$ cat src/rtl/stack_arbiter.sv
// stack_arbiter
// Round-robin arbiter that lets NUM_REQ requesters share one LIFO stack.
// Each requester's push or pop becomes a single-cycle strobe on the stack port.
// Popped data and overflow/underflow errors are returned alongside a one-cycle ack.
// Optional build macro: STACK_ARB_PRIORITY_EN. When it is defined, requester 0
// has fixed top priority and requesters 1..NUM_REQ-1 are round-robin among
// themselves. When it is undefined, all requesters are round-robin.
module stack_arbiter #(
  parameter int NUM_REQ  = 4,
  parameter int WORD_LEN = 8
) (
  input  logic                        clk_i,
  input  logic                        rstn_i,
  input  logic [NUM_REQ-1:0]          req_i,
  input  logic [NUM_REQ-1:0]          req_op_i,
  input  logic [NUM_REQ*WORD_LEN-1:0] req_data_i,
  output logic [NUM_REQ-1:0]          gnt_o,
  output logic [NUM_REQ-1:0]          ack_o,
  output logic                        rsp_err_o,
  output logic [WORD_LEN-1:0]         rsp_data_o,
  output logic                        stk_push_o,
  output logic                        stk_pop_o,
  output logic [WORD_LEN-1:0]         stk_data_in_o,
  input  logic [WORD_LEN-1:0]         stk_data_out_i,
  input  logic                        stk_full_i,
  input  logic                        stk_empty_i
);

  localparam int IDX_W = (NUM_REQ > 1) ? $clog2(NUM_REQ) : 1;

  typedef enum logic [1:0] {
    IDLE     = 2'd0,
    ISSUE    = 2'd1,
    COMPLETE = 2'd2
  } state_t;

`ifdef STACK_ARB_PRIORITY_EN
  // Requester 0 never takes part in the rotation, so the pointer starts at 1.
  localparam logic [IDX_W-1:0] RR_RESET = IDX_W'(1);
`else
  localparam logic [IDX_W-1:0] RR_RESET = '0;
`endif

  state_t               state_q, state_d;
  logic [IDX_W-1:0]     rrPtr_q, rrPtr_d;
  logic [IDX_W-1:0]     winner_q, winner_d;
  logic                 opIsPop_q, opIsPop_d;
  logic [WORD_LEN-1:0]  data_q, data_d;
  logic                 err_q, err_d;

  logic                 anyReq;
  logic [IDX_W-1:0]     pickIdx;
  logic                 pickOpIsPop;
  logic                 pickErr;

`ifdef STACK_ARB_PRIORITY_EN
  // Requester 0 wins outright. Otherwise, search 1..NUM_REQ-1 upward from ptr, wrapping past 0.
  function automatic logic [IDX_W-1:0] rrPick(input logic [NUM_REQ-1:0] reqs,
                                              input logic [IDX_W-1:0]   ptr);
    logic [IDX_W-1:0] pick;
    logic [IDX_W-1:0] cand;
    logic             found;
    int               idx;
    pick  = '0;
    found = 1'b0;
    if (!reqs[0]) begin
      for (int off = 0; off < NUM_REQ - 1; off++) begin
        idx  = 1 + ((int'(ptr) - 1 + off) % (NUM_REQ - 1));
        cand = IDX_W'(idx);
        if (!found && reqs[cand]) begin
          found = 1'b1;
          pick  = cand;
        end
      end
    end
    return pick;
  endfunction

  // A win by requester 0 leaves the rotation untouched; otherwise step past the winner, skipping 0.
  function automatic logic [IDX_W-1:0] rrAdvance(input logic [IDX_W-1:0] win,
                                                 input logic [IDX_W-1:0] cur);
    logic [IDX_W-1:0] nxt;
    if (win == '0) begin
      nxt = cur;
    end else if (int'(win) == NUM_REQ - 1) begin
      nxt = IDX_W'(1);
    end else begin
      nxt = IDX_W'(int'(win) + 1);
    end
    return nxt;
  endfunction
`else
  // Search all requesters upward from ptr with wrap; the first one asserting req wins.
  function automatic logic [IDX_W-1:0] rrPick(input logic [NUM_REQ-1:0] reqs,
                                              input logic [IDX_W-1:0]   ptr);
    logic [IDX_W-1:0] pick;
    logic [IDX_W-1:0] cand;
    logic             found;
    int               idx;
    pick  = '0;
    found = 1'b0;
    for (int off = 0; off < NUM_REQ; off++) begin
      idx  = (int'(ptr) + off) % NUM_REQ;
      cand = IDX_W'(idx);
      if (!found && reqs[cand]) begin
        found = 1'b1;
        pick  = cand;
      end
    end
    return pick;
  endfunction

  // The winner becomes lowest priority: the pointer moves just past it, modulo NUM_REQ.
  function automatic logic [IDX_W-1:0] rrAdvance(input logic [IDX_W-1:0] win);
    logic [IDX_W-1:0] nxt;
    if (int'(win) == NUM_REQ - 1) begin
      nxt = '0;
    end else begin
      nxt = IDX_W'(int'(win) + 1);
    end
    return nxt;
  endfunction
`endif

  function automatic logic [NUM_REQ-1:0] oneHot(input logic [IDX_W-1:0] idx);
    logic [NUM_REQ-1:0] oh;
    oh      = '0;
    oh[idx] = 1'b1;
    return oh;
  endfunction

  // Pick the arbitration winner and check whether its operation can succeed on the stack.
  always_comb begin
    anyReq      = |req_i;
    pickIdx     = rrPick(req_i, rrPtr_q);
    pickOpIsPop = req_op_i[pickIdx];
    pickErr     = pickOpIsPop ? stk_empty_i : stk_full_i;
  end

  // Next-state logic: latch the winner in IDLE, strobe in ISSUE, acknowledge in COMPLETE.
  always_comb begin
    state_d   = state_q;
    rrPtr_d   = rrPtr_q;
    winner_d  = winner_q;
    opIsPop_d = opIsPop_q;
    data_d    = data_q;
    err_d     = err_q;
    unique case (state_q)
      IDLE: begin
        if (anyReq) begin
          winner_d  = pickIdx;
          opIsPop_d = pickOpIsPop;
          data_d    = req_data_i[pickIdx*WORD_LEN +: WORD_LEN];
          err_d     = pickErr;
`ifdef STACK_ARB_PRIORITY_EN
          rrPtr_d   = rrAdvance(pickIdx, rrPtr_q);
`else
          rrPtr_d   = rrAdvance(pickIdx);
`endif
          state_d   = pickErr ? COMPLETE : ISSUE;
        end
      end
      ISSUE: begin
        state_d = COMPLETE;
      end
      COMPLETE: begin
        state_d = IDLE;
      end
      default: begin
        state_d = IDLE;
      end
    endcase
  end

  // State and transaction registers; a synchronous reset aborts any transaction in flight.
  always_ff @(posedge clk_i) begin
    if (rstn_i) begin
      state_q   <= IDLE;
      rrPtr_q   <= RR_RESET;
      winner_q  <= '0;
      opIsPop_q <= 1'b0;
      data_q    <= '0;
      err_q     <= 1'b0;
    end else begin
      state_q   <= state_d;
      rrPtr_q   <= rrPtr_d;
      winner_q  <= winner_d;
      opIsPop_q <= opIsPop_d;
      data_q    <= data_d;
      err_q     <= err_d;
    end
  end

  // Output decode. Outputs are forced low while reset is asserted, so an aborted transaction emits nothing.
  always_comb begin
    gnt_o         = '0;
    ack_o         = '0;
    rsp_err_o     = 1'b0;
    rsp_data_o    = '0;
    stk_push_o    = 1'b0;
    stk_pop_o     = 1'b0;
    stk_data_in_o = '0;
    if (!rstn_i) begin
      unique case (state_q)
        IDLE: begin
          if (anyReq) begin
            gnt_o = oneHot(pickIdx);
          end
        end
        ISSUE: begin
          gnt_o      = oneHot(winner_q);
          stk_push_o = !opIsPop_q;
          stk_pop_o  = opIsPop_q;
          if (!opIsPop_q) begin
            stk_data_in_o = data_q;
          end
        end
        COMPLETE: begin
          ack_o     = oneHot(winner_q);
          rsp_err_o = err_q;
          if (opIsPop_q && !err_q) begin
            rsp_data_o = stk_data_out_i;
          end
        end
        default: begin
          gnt_o = '0;
        end
      endcase
    end
  end

  // The stack strobes are mutually exclusive, and both grant and ack are at most one-hot.
  assert property (@(posedge clk_i) !(stk_push_o && stk_pop_o));
  assert property (@(posedge clk_i) $onehot0(gnt_o));
  assert property (@(posedge clk_i) $onehot0(ack_o));

endmodule
$ cat config.mk
export PLATFORM = sky130hd
export DESIGN_NAME = stack_arbiter
export DESIGN_NICKNAME = d
export VERILOG_FILES = /design/src/rtl/stack_arbiter.sv
export SDC_FILE = /design/constraint.sdc
export NUM_CORES = 1
export LEC_CHECK = 0
export ABC_CLOCK_PERIOD_IN_PS = 4200
export CORE_MARGIN = 1.5
export CORE_UTILIZATION = 40
export DETAILED_ROUTE_END_ITERATION = 8
export PLACE_DENSITY_LB_ADDON = 0.12
export SYNTH_ARGS = -nofsm -noshare
export SYNTH_HDL_FRONTEND = slang
export SYNTH_SLANG_ARGS = --single-unit
export TNS_END_PERCENT = 30
$ cat constraint.sdc
create_clock -name clk_i -period 4.2 [get_ports clk_i]
set_input_delay 0.63 -clock clk_i [delete_from_list [all_inputs] [get_ports clk_i]]
set_output_delay 0.63 -clock clk_i [all_outputs]
set_load 0.005 [all_outputs]
Yosys cells after proc, flatten, opt, wreduce, memory -nomap -nowiden:

Cells that the tools add are included.

* bits in registers: 16
* input bits: 52
* output and inout bits: 27
* logic and storage cells: 80

* $add $sub $neg: 4
* $lt $le $gt $ge: 8
* equal/unequal tests: 4
* shift-type cells: 1
* mux-type cells: 43
* reduce and logical (&&, ||, !) cells: 14

Operators with widths (count)
* $mux 8: 6
* $shiftx 32x6->8: 1
* $lt 2x3->1 const B: 6
* $mux 1: 17
* $mux 4: 4
* $mux 2: 7
* $bmux 1 s2: 5
* $pmux 4 s2: 1
* $logic_and 1x1->1: 6
* $logic_not 1->1: 5
* $add 2x1->2 const B: 2
* $add 2x2->2 const B: 2
* $demux 1 s2: 2
* $eq 2x1->1 const B: 2
* $ge 2x1->1 const B: 2
* $pmux 2 s2: 1
* $reduce_or 4->1: 1
* $eq 2x2->1 const B: 1
* $logic_not 2->1: 1
* $ne 2x2->1 const B: 1
* $reduce_and 2->1: 1

Depth between registers and ports, before layout:

* depth after elaboration: 19
* gate-level depth with buffers: 8
* depth with buffers taken out: 6

Worst setup path before layout:

Ideal clock, no wire load.

* path type: input to output
* start: in req_i[2]
* end: out gnt_o[3]
* arrival: 1.981 ns
* data required time: 3.570 ns
* setup slack: 1.589 ns
* stages on the path: 7
* path buffers: 1
* cell sequence: nor2b_1 -> or4b_4 -> nand2_2 -> buf_4 -> ha_1 -> a32oi_1 -> nor3_1

* longest elaborated chain between the ends: 19
* elaborated cells on any way between the ends: 30
* classes of those cells: order compare (2); mux (20); reduce/logical (8)

RTL lines
* from (decl): line 14 `input logic [NUM_REQ-1:0] req_i,`
* $bmux 1 s2: line 105 `if (!found && reqs[cand]) begin`
* $mux 1 (not written as such): line 105
* $mux 1: line 105
* $logic_not 1->1: line 105
* $logic_and 1x1->1: line 105
* $mux 1: line 105
* $logic_not 1->1: line 105
* $logic_and 1x1->1: line 105
* (+3 left out)
* $mux 2: line 105
* $lt 2x3->1 (not written as such) / $ge 2x1->1 (equally long branches): line 128 `oh[idx] = 1'b1;`
* $logic_and 1x1->1 (not written as such): line 128
* $mux 1 (not written as such): line 128
* $demux 1 s2: line 128
* $mux 4 *: line 206 `if (anyReq) begin`
* $pmux 4 s2 *: line 204 `unique case (state_q)`
* $mux 4 *: line 203 `if (!rstn_i) begin`
* to (decl): line 17 `output logic [NUM_REQ-1:0] gnt_o,`

Every way passes the cells marked *; elsewhere a longest branch is shown, timed or not. The select of a mux whose other input is x is not followed.

Final worst setup path:

* start: in req_i[3]
* end: out gnt_o[3]

The elaborated chain is that of the path after synthesis.

==> out/metrics.yaml <==
run_status:
  status: "completed"
worst_setup_path:
  crit_family: "simple AND/OR/NAND/NOR gates"
  max_stage_delay_ps: 560
  endpoint_kind: "output port"
  cp_max_fo: 13
  path_depth: 8
  critical_path_class: "in2out"
  reg2reg_from: "rrPtr_q[0]$_SDFFE_PP0P_"
  worstPathRequired_ps: 3570
  ff2ff_path_depth: 7
  cpMaxStageDelayCell: "or4b_4"
  cp-startpoint: "req_i[3]"
  crit_path_end: "gnt_o[3]"
  critPathArrivalTime_ps: 3140
  crit_chain: "clkdlybuf4s50_1 -> nor2_1 -> or4b_4 -> nand2_2 -> ha_1 -> a32oi_1 -> nor3_1 -> clkdlybuf4s50_1"
  reg2reg_slack_ps: 1980
  path_buf_inv: 2
  cpMostUsedCell: "clkdlybuf4s50_1"
  start_kind: "primary input"
  r2r-end: "data_q[4]$_SDFFE_PP0P_"
yosys:
  synth_seq_cells: 16
  ys.flop_type: "dfxtp_1"
  synth_nets: 206
  ys_async_sr_fraction_pct: 0
  syn_inst: 153
  postSynthAreaPerCell_um2: 8.23
  synth_edf_count: 0
  synthTopCellsByArea: "dfxtp_1 (25%), mux2i_1 (14%), and2_1 (8.9%)"
  synthesis.area_um2: 1260
  yosys.area.top_type: "dfxtp_1"
  yosysWarningCount: 0
  yosysUniqueCellTypes: 37
  synth_seq_area_share_pct: 25.4
  synth.top_cell.area_share_pct: 25.4
sta:
  final_hold_viol_count: 0
  slew_violations: 0
  clock_skew_ps: 0.963
  fmax_mhz: 265
  rsz0062_at_grt: "false"
  finalCritPeriodShare_pct: 89.8
  min_period_ps: 3770
  max_slew.worst_pin.slew_ps: 1140
  slew_headroom_pct: 23.5
  setup_violations: 0
  tns_ps: 0
floorplan:
  die_h_um: 59.1
  initial_core_util_pct: 41.6
  core_um2: 3030
  row_count: 20
  ioPinCount: 79
  die_area_um2: 3490
  die_w_um: 59.1
route:
  wl_per_cell_um: 13.9
  drt-total-wl_mm: 3.78
  detail_route.vias_per_cell: 5.32
  firstDrtPassIters: 6
  drt.antenna.violating_nets: 0
  dr_total_vias: 1443
  drt_iter0_drc: 65
  drc_errors: 0
layout:
  synthToLayoutAreaGrowth_pct: 66.6
  multi_input_area_um2: 888
  drive_gt1_share_pct: 9.25
  final_nets: 282
  regArea_um2: 320
  fillers: 251
  antennaDiodeCount: 0
  final_util_pct: 69.3
min_path:
  hold_path.startpoint: "data_q[7]$_SDFFE_PP0P_"
  min_path_cells: 2
  hp-class: "reg2reg"
global_routing:
  overflow: 0
  antenna_found_initial: 0
  grt_pass1_vias: 1347
  grt_use_total_pct: 21.8
  grt_start_max_net_pins: 21
  grt_pass1_wl_mm: 5.83
power_and_ir_drop:
  ir_drop_mv: 0.202
  p_per_area_nw_per_um2: 337
  p_leak_nw: 0.794
clock_network:
  cts_num_sinks: 16
  hold_buffers: 0
  clk_transition_reported_paths_ps: 90
  cts-root-buf: "clkbuf_4"
  clk_latency_ps: 280
  numCtsBuffers: 3
  cts_tree: "yes"
  postCtsSetupBuffers: 0
  htree_levels: 1
  cts_buffer_depth: 2
  cts.repair.resized: 0
place:
  io_buffers: 78
  gp_congestion: 0.833
  hpwl_mm: 2.95
flow_run:
  maxCapViolCount: 0
cell usage after synthesis (3+ instances only):
master and instances:
nand2_1 12, clkbuf_1 7, nand3b_1 8, nor3_1 6
o21ai_0 5, o21ai_1 3, mux2_2 8, and2_1 18
nor3b_1 4, a21oi_1 5, nor2b_1 5, mux2i_1 18
nor2_1 11, dfxtp_1 16
worst min path at each step:
| stage | slack [ps] | endpoint |
|---|---|---|
| global route | 500 | data_q[7]$_SDFFE_PP0P_ |
| CTS | 480 | data_q[7]$_SDFFE_PP0P_ |
| detailed placement | 460 | data_q[7]$_SDFFE_PP0P_ |
| global placement | 460 | data_q[7]$_SDFFE_PP0P_ |
| floorplan | 450 | data_q[5]$_SDFFE_PP0P_ |
| finish | 480 | data_q[7]$_SDFFE_PP0P_ |
stage by stage:
step	worst slack, ps	power [mW]	hold WS, ps	instance area [µm²]	instances
6_report	428	0.707	483	2100	271
3_5_place_dp	466	0.628	458	2070	268
3_3_place_gp	539	0.614	461	2070	268
2_1_floorplan	1590	0.493	448	1260	153
5_1_grt	310	0.758	498	2100	271
4_1_cts	455	0.709	484	2100	271
cells in the final DEF, fill, tap and decap left out, drive strengths merged, types with 2 or more instances in the layout:
master          n
clkdlybuf4s50  78
and2           18
mux2i          18
dfxtp          16
nand2          13
nor2           11
mux2            8
nand3b          8
o21ai           8
nor3            6
nor2b           5
a21oi           5
nor3b           4
buf             4
clkbuf          3
nor4            2
and3            2
nand3           2
a32oi           2
a211oi          2
worst reg2reg max path: cells and delay by family, from the launching register on:
kind                   cells  cell delay [ps]
DFF                        1              390
buffers and inverters      1              270
muxes                      2              360
AOI/OAI and AO/OA          1              150
and+or+nand+nor            3              980
power by group:
part	total [mW]	internal (mW)	switching [mW]
combinational	0.385	0.210	0.176
sequential	0.243	0.196	0.0463
clock	0.0791	0.0333	0.0458
routing by layer:
metal / GRT usage, % / wire length (µm) / vias up / share of wire (%)
li1: - / - / 697 / -
met1: 24.9 / 1520 / 663 / 40
met2: 39.2 / 1930 / 76 / 51
met3: 3.71 / 267 / 7 / 7.1
met4: 9.74 / 64 / 0 / 1.7
met5: 0 / 0 / - / 0
flip-flops by register name, indices dropped and copies added, names as in the netlist:
signal,flops
err_q,1
data_q,8
opIsPop_q,1
rrPtr_q,2
winner_q,2
state_q,2
kinds of logic (layout without fill, tap and decap cells):
group,count (synthesis),after routing,synth area share (%)
AO/OA/AOI/OAI,23,23,13.3
multiplexers,26,26,21.5
flip-flops,16,16,25.4
buffers and inverters,11,85,3.98
AND/OR/NAND/NOR,76,76,34.8
adder cells (fa/ha/maj),1,1,0.994
area by class of cell:
type	count	area share [%]
timing repair buffer	82	38.7
multi-input combinational	126	42.4
tap	44	2.63
clock buffer	3	1.07
sequential	16	15.3
No activity file was read; power rests on OpenSTA's default activity.
==> RTL edit 1 (config.mk and constraints unchanged) <==
Re-encode `state_t` (3 states) as one-hot, 3 bits wide.
--- a/src/rtl/stack_arbiter.sv
+++ b/src/rtl/stack_arbiter.sv
@@ -29,8 +29,8 @@
   localparam int IDX_W = (NUM_REQ > 1) ? $clog2(NUM_REQ) : 1;
 
-  typedef enum logic [1:0] {
-    IDLE     = 2'd0,
-    ISSUE    = 2'd1,
-    COMPLETE = 2'd2
+  typedef enum logic [2:0] {
+    IDLE     = 3'b001,
+    ISSUE    = 3'b010,
+    COMPLETE = 3'b100
   } state_t;
 
Function: same outputs for any inputs over 4 cycles, from zero or initial values and one cycle with rstn_i high; so few cycles prove little.
==> RTL edit 1 against the original RTL <==
Final area grew 2.4%. Hold slack better by 0.0014 ns. Worst setup slack better by 0.13 ns. Largest cell class unchanged. Wire length down 3.0%. Sequential share of layout area is 0.58 points higher. Total power up 31%. Synthesized cell count grew 5.2%. Sequential cell count rose by 1. Area after synthesis rose by 4.0%.
==> RTL edit 1: results (changes against the original RTL) <==
INFO  metric syn_nets = 214 (+3.9%)
INFO  metric number_of_search_and_repair_iterations_in_the_first_detailed_routing_pass = 4 (-2)
INFO  metric grtUsageMet3 = 2.81% (-0.90 points)
INFO  metric avgRoutedWirePerCell = 13.0 um (-6.4%)
INFO  metric dp_hpwl = 2.93 mm (-0.60%)
INFO  metric grt_usage = 22.0% (+0.28 points)
INFO  metric layout_top_registers = data_q (8), state_q (3)
INFO  metric worst_clk_skew = 0.00258 ns (+0.00162 ns)
INFO  metric num-fill-cells = 268 (+6.8%)
INFO  metric drt-initial-drc-count = 81 (+25%)
INFO  metric wl_met2 = 1.86 mm (-3.5%)
INFO  metric critPathLaunch = req_i[2]
INFO  metric synth_area_leaders = sky130_fd_sc_hd__dfxtp_1, sky130_fd_sc_hd__mux2i_1, sky130_fd_sc_hd__and2_1
INFO  metric critical-path-max-stage-delay = 0.51 ns (-0.05 ns)
INFO  metric placed_cell_area = 0.00212 sq mm (+2.2%)
INFO  metric place_inst = 277 (+3.4%)
INFO  metric gpl.final_weighted_congestion = 0.778 (-6.7%)
INFO  metric run_status = completed
INFO  metric synthTopCellsByCount = sky130_fd_sc_hd__mux2i_1, sky130_fd_sc_hd__and2_1, sky130_fd_sc_hd__dfxtp_1, sky130_fd_sc_hd__nor2_1, sky130_fd_sc_hd__nand2_1
INFO  metric max_clock_freq = 274 MHz (+3.5%)
INFO  metric synth_sequential_area_ratio = 26.0% (+0.56 points)
INFO  metric drt_wl_total = 3.67 mm (-3.0%)
INFO  metric cp_top_family = buffers and inverters
INFO  metric grt_start_max_net_pins = 20 (-4.8%)
INFO  metric synth-compound-area-share = 12.2% (-1.1 points)
INFO  metric peak_supply_drop = 0.000192 V (-4.9%)
INFO  metric hold_path_startpoint = data_q[5]
INFO  metric maximum_fanout_along_the_worst_path = 14 (+1)
INFO  metric clock_latency = 0.28 ns (about the same)
INFO  metric power_leakage = 0.787 nW (-0.82%)
INFO  metric synth_xor_area_share = 0.669% (+0.67 points)
INFO  metric post_synth_num_cell_types = 36 (-2.7%)
INFO  metric worst-r2r-setup-slack = 2.08 ns (+0.10 ns)
INFO  metric grt_use_met2 = 39.4% (+0.23 points)
INFO  metric syn2layout_area_growth = 64.1%
INFO  metric route.layer.met1.wl = 1.64 mm (+8.1%)
INFO  metric grt_pass1_wl = 6.07 mm (+4.0%)
INFO  metric crit_arrival = 3.01 ns (-0.13 ns)
INFO  metric met1_usage = 26.9% (+2.0 points)
INFO  metric final_layout_size_suffix_gt1_share = 8.44% (-0.81 points)
INFO  metric timing_worst_slew_pin_value = 0.583 ns (-0.555 ns)
RTL edit 1: worst min path at each step:
stage,to,slack [ns],cells past startpoint
after detailed placement,data_q[5],0.47,2
after CTS,data_q[5],0.48,2
after global placement,data_q[5],0.46,2
after floorplan,data_q[1],0.45,2
after global routing,data_q[5],0.51,2
final,data_q[5],0.48,2
RTL edit 1: area by class of cell:
type,instances,area share (%)
clock buffers,4,1.22
repair buffers,81,37.4
inverters,2,0.350
well taps,44,2.56
multi-input cells,133,42.6
flip-flops and latches,17,15.9
RTL edit 1: worst min-delay path, delay by kind of cell, from the launching register on:
kind,cells,cell delay (ns)
AOI/OAI and AO/OA,1,0.05
DFF,1,0.32
and+or+nand+nor,1,0.07
RTL edit 1: power by group:
part	internal, mW	total, mW	switching [mW]	leakage (nW)
clock	0.0368	0.0844	0.0476	0.0150
sequential	0.237	0.299	0.0622	0.140
combinational	0.274	0.542	0.268	0.632
total	0.548	0.925	0.377	0.787
==> RTL edit 2 (same settings) <==
Made on the original files. Change the parameter `WORD_LEN` from 8 to 16.
--- a/src/rtl/stack_arbiter.sv
+++ b/src/rtl/stack_arbiter.sv
@@ -8,5 +8,5 @@
 module stack_arbiter #(
   parameter int NUM_REQ  = 4,
-  parameter int WORD_LEN = 8
+  parameter int WORD_LEN = 16
 ) (
   input  logic                        clk_i,
Ports: changed (resized req_data_i, rsp_data_o, stk_data_in_o and stk_data_out_i); port bits go from 79 to 135. No check against the original RTL was run, so the function may have changed too.
==> RTL edit 2 against the original RTL <==
Global-route usage is 2.0 points higher. Final area increased by 54%. Wire length up 59%. Worst setup slack better by 0.12 ns. Area after synthesis grew 42%. Fmax grew 3.4%. Hold slack worse by 0.029 ns. Combinational power up 18%. Sequential share of layout area shrank 0.43 points. Critical path depth fell by 1. Sequential cell count increased by 8. Total power rose by 38%. Largest cell class is now non-clock buffers. Highest routed layer unchanged.
==> RTL edit 2: results (changes against the original RTL) <==
INFO  metric run_status = completed
INFO  metric route.layer.met1.wl = 2.33 mm (+53%)
INFO  metric grtUsageMet3 = 5.09% (+1.4 points)
INFO  metric drt_wl_total = 5.99 mm (+59%)
INFO  metric grt_usage = 23.8% (+2.0 points)
INFO  metric port_buffers = 134 (+72%)
INFO  metric worst_clk_skew = 0.00535 ns (+0.00438 ns)
INFO  metric grt_pass1_wl = 9.65 mm (+65%)
INFO  metric synth_mux_area_share = 2.81% (-19 points)
INFO  metric clock_latency = 0.27 ns
INFO  metric power_leakage = 1.28 nW (+62%)
INFO  metric grt_use_met2 = 43.9% (+4.7 points)
INFO  metric number_of_search_and_repair_iterations_in_the_first_detailed_routing_pass = 4 (-2)
INFO  metric timing_worst_slew_pin_value = 0.904 ns (-0.234 ns)
INFO  metric synthTopCellsByCount = sky130_fd_sc_hd__nand2_1, sky130_fd_sc_hd__nand3_1, sky130_fd_sc_hd__and2_1, sky130_fd_sc_hd__a21oi_1, sky130_fd_sc_hd__dfxtp_1
INFO  metric peak_supply_drop = 0.000198 V (-1.9%)
INFO  metric preCtsSetupSlack = 0.537 ns (+0.0716 ns)
INFO  metric nNetsFinal = 504 (+79%)
INFO  metric report.power.total = 0.973 mW (+38%)
INFO  metric post_synth_num_cell_types = 28 (-24%)
INFO  metric grt_start_max_net_pins = 39 (+86%)
INFO  metric clk_root_buffer_cell = sky130_fd_sc_hd__clkbuf_8
INFO  metric drt-initial-drc-count = 135 (+110%)
INFO  metric wl_met3 = 385 um (+44%)
INFO  metric avgRoutedWirePerCell = 13.0 um (-6.8%)
INFO  metric largest_register_ffs = 16 (+8)
INFO  metric first_global_vias = 2113 (+57%)
INFO  metric place_inst = 457 (+71%)
INFO  metric maximum_fanout_along_the_worst_path = 15 (+2)
INFO  metric combinationalPowerShare = 46.8% (-7.7 points)
INFO  metric final_layout_size_suffix_gt1_share = 4.16% (-5.1 points)
INFO  metric met1_usage = 27.6% (+2.7 points)
INFO  metric antenna_found_initial = 0 (unchanged)
INFO  metric switching_share = 35.9% (-2.0 points)
INFO  metric syn-instance-count = 285 (+86%)
INFO  metric synth-compound-area-share = 10.7% (-2.7 points)
INFO  metric synth_area_leaders = sky130_fd_sc_hd__dfxtp_1, sky130_fd_sc_hd__nand2_1, sky130_fd_sc_hd__nand3_1
INFO  metric gpl.final_weighted_congestion = 0.839 (+0.64%)
INFO  metric power_frac_seq = 32.4% (-1.9 points)
INFO  metric crit_arrival = 3.02 ns (-0.12 ns)
INFO  metric syn_nets = 379 (+84%)
INFO  metric critical-path-max-stage-delay = 0.69 ns (+0.13 ns)
## RTL edit 2: changes by cell type in the layout (fill, tap and decap cells not counted), moves of 5 or more
cell                              delta
sky130_fd_sc_hd__nor2b_1             -5
sky130_fd_sc_hd__and2_1             +14
sky130_fd_sc_hd__mux2_2              -8
sky130_fd_sc_hd__nand2_1            +79
sky130_fd_sc_hd__nor2_1              -5
sky130_fd_sc_hd__o21ai_0             -5
sky130_fd_sc_hd__nand3b_1            -8
sky130_fd_sc_hd__clkdlybuf4s50_1    +56
sky130_fd_sc_hd__mux2i_1            -13
sky130_fd_sc_hd__a21oi_1            +20
sky130_fd_sc_hd__nand3_1            +46
sky130_fd_sc_hd__dfxtp_1             +8
## RTL edit 2: cells by family (layout without fill, tap and decap cells)
kind of cell | Yosys count | in the layout
compound gates | 32 | 32
mux | 5 | 5
buf+inv | 24 | 148
flops | 24 | 24
fa+ha+maj | 2 | 2
simple gates | 198 | 198
## RTL edit 2: final timing paths
path / from / to / slack, ns / depth (start not counted)
max: req_i[3] / gnt_o[1] / 0.55 / 7
min: data_q[14] / data_q[14] / 0.45 / 2
max reg2reg: rrPtr_q[1] / err_q / 1.75 / 7
min reg2reg: data_q[14] / data_q[14] / 0.45 / 2
## RTL edit 2: final cells by class
class	instances	area (sq um)	share of cell area (%)
Timing Repair Buffer	140	1390	42.8
Multi-Input combinational cell	237	1220	37.6
Sequential cell	24	480	14.8
Tap cell	52	65.1	2.01
Clock buffer	3	41.3	1.28
Clock inverter	1	30.0	0.928
Inverter	4	17.5	0.541
## RTL edit 2: tightest hold or removal path, stage by stage, from the launching register on
cell and delay [ns]:
sky130_fd_sc_hd__dfxtp_1 0.31, sky130_fd_sc_hd__nand2_1 0.05, sky130_fd_sc_hd__a21oi_1 0.05
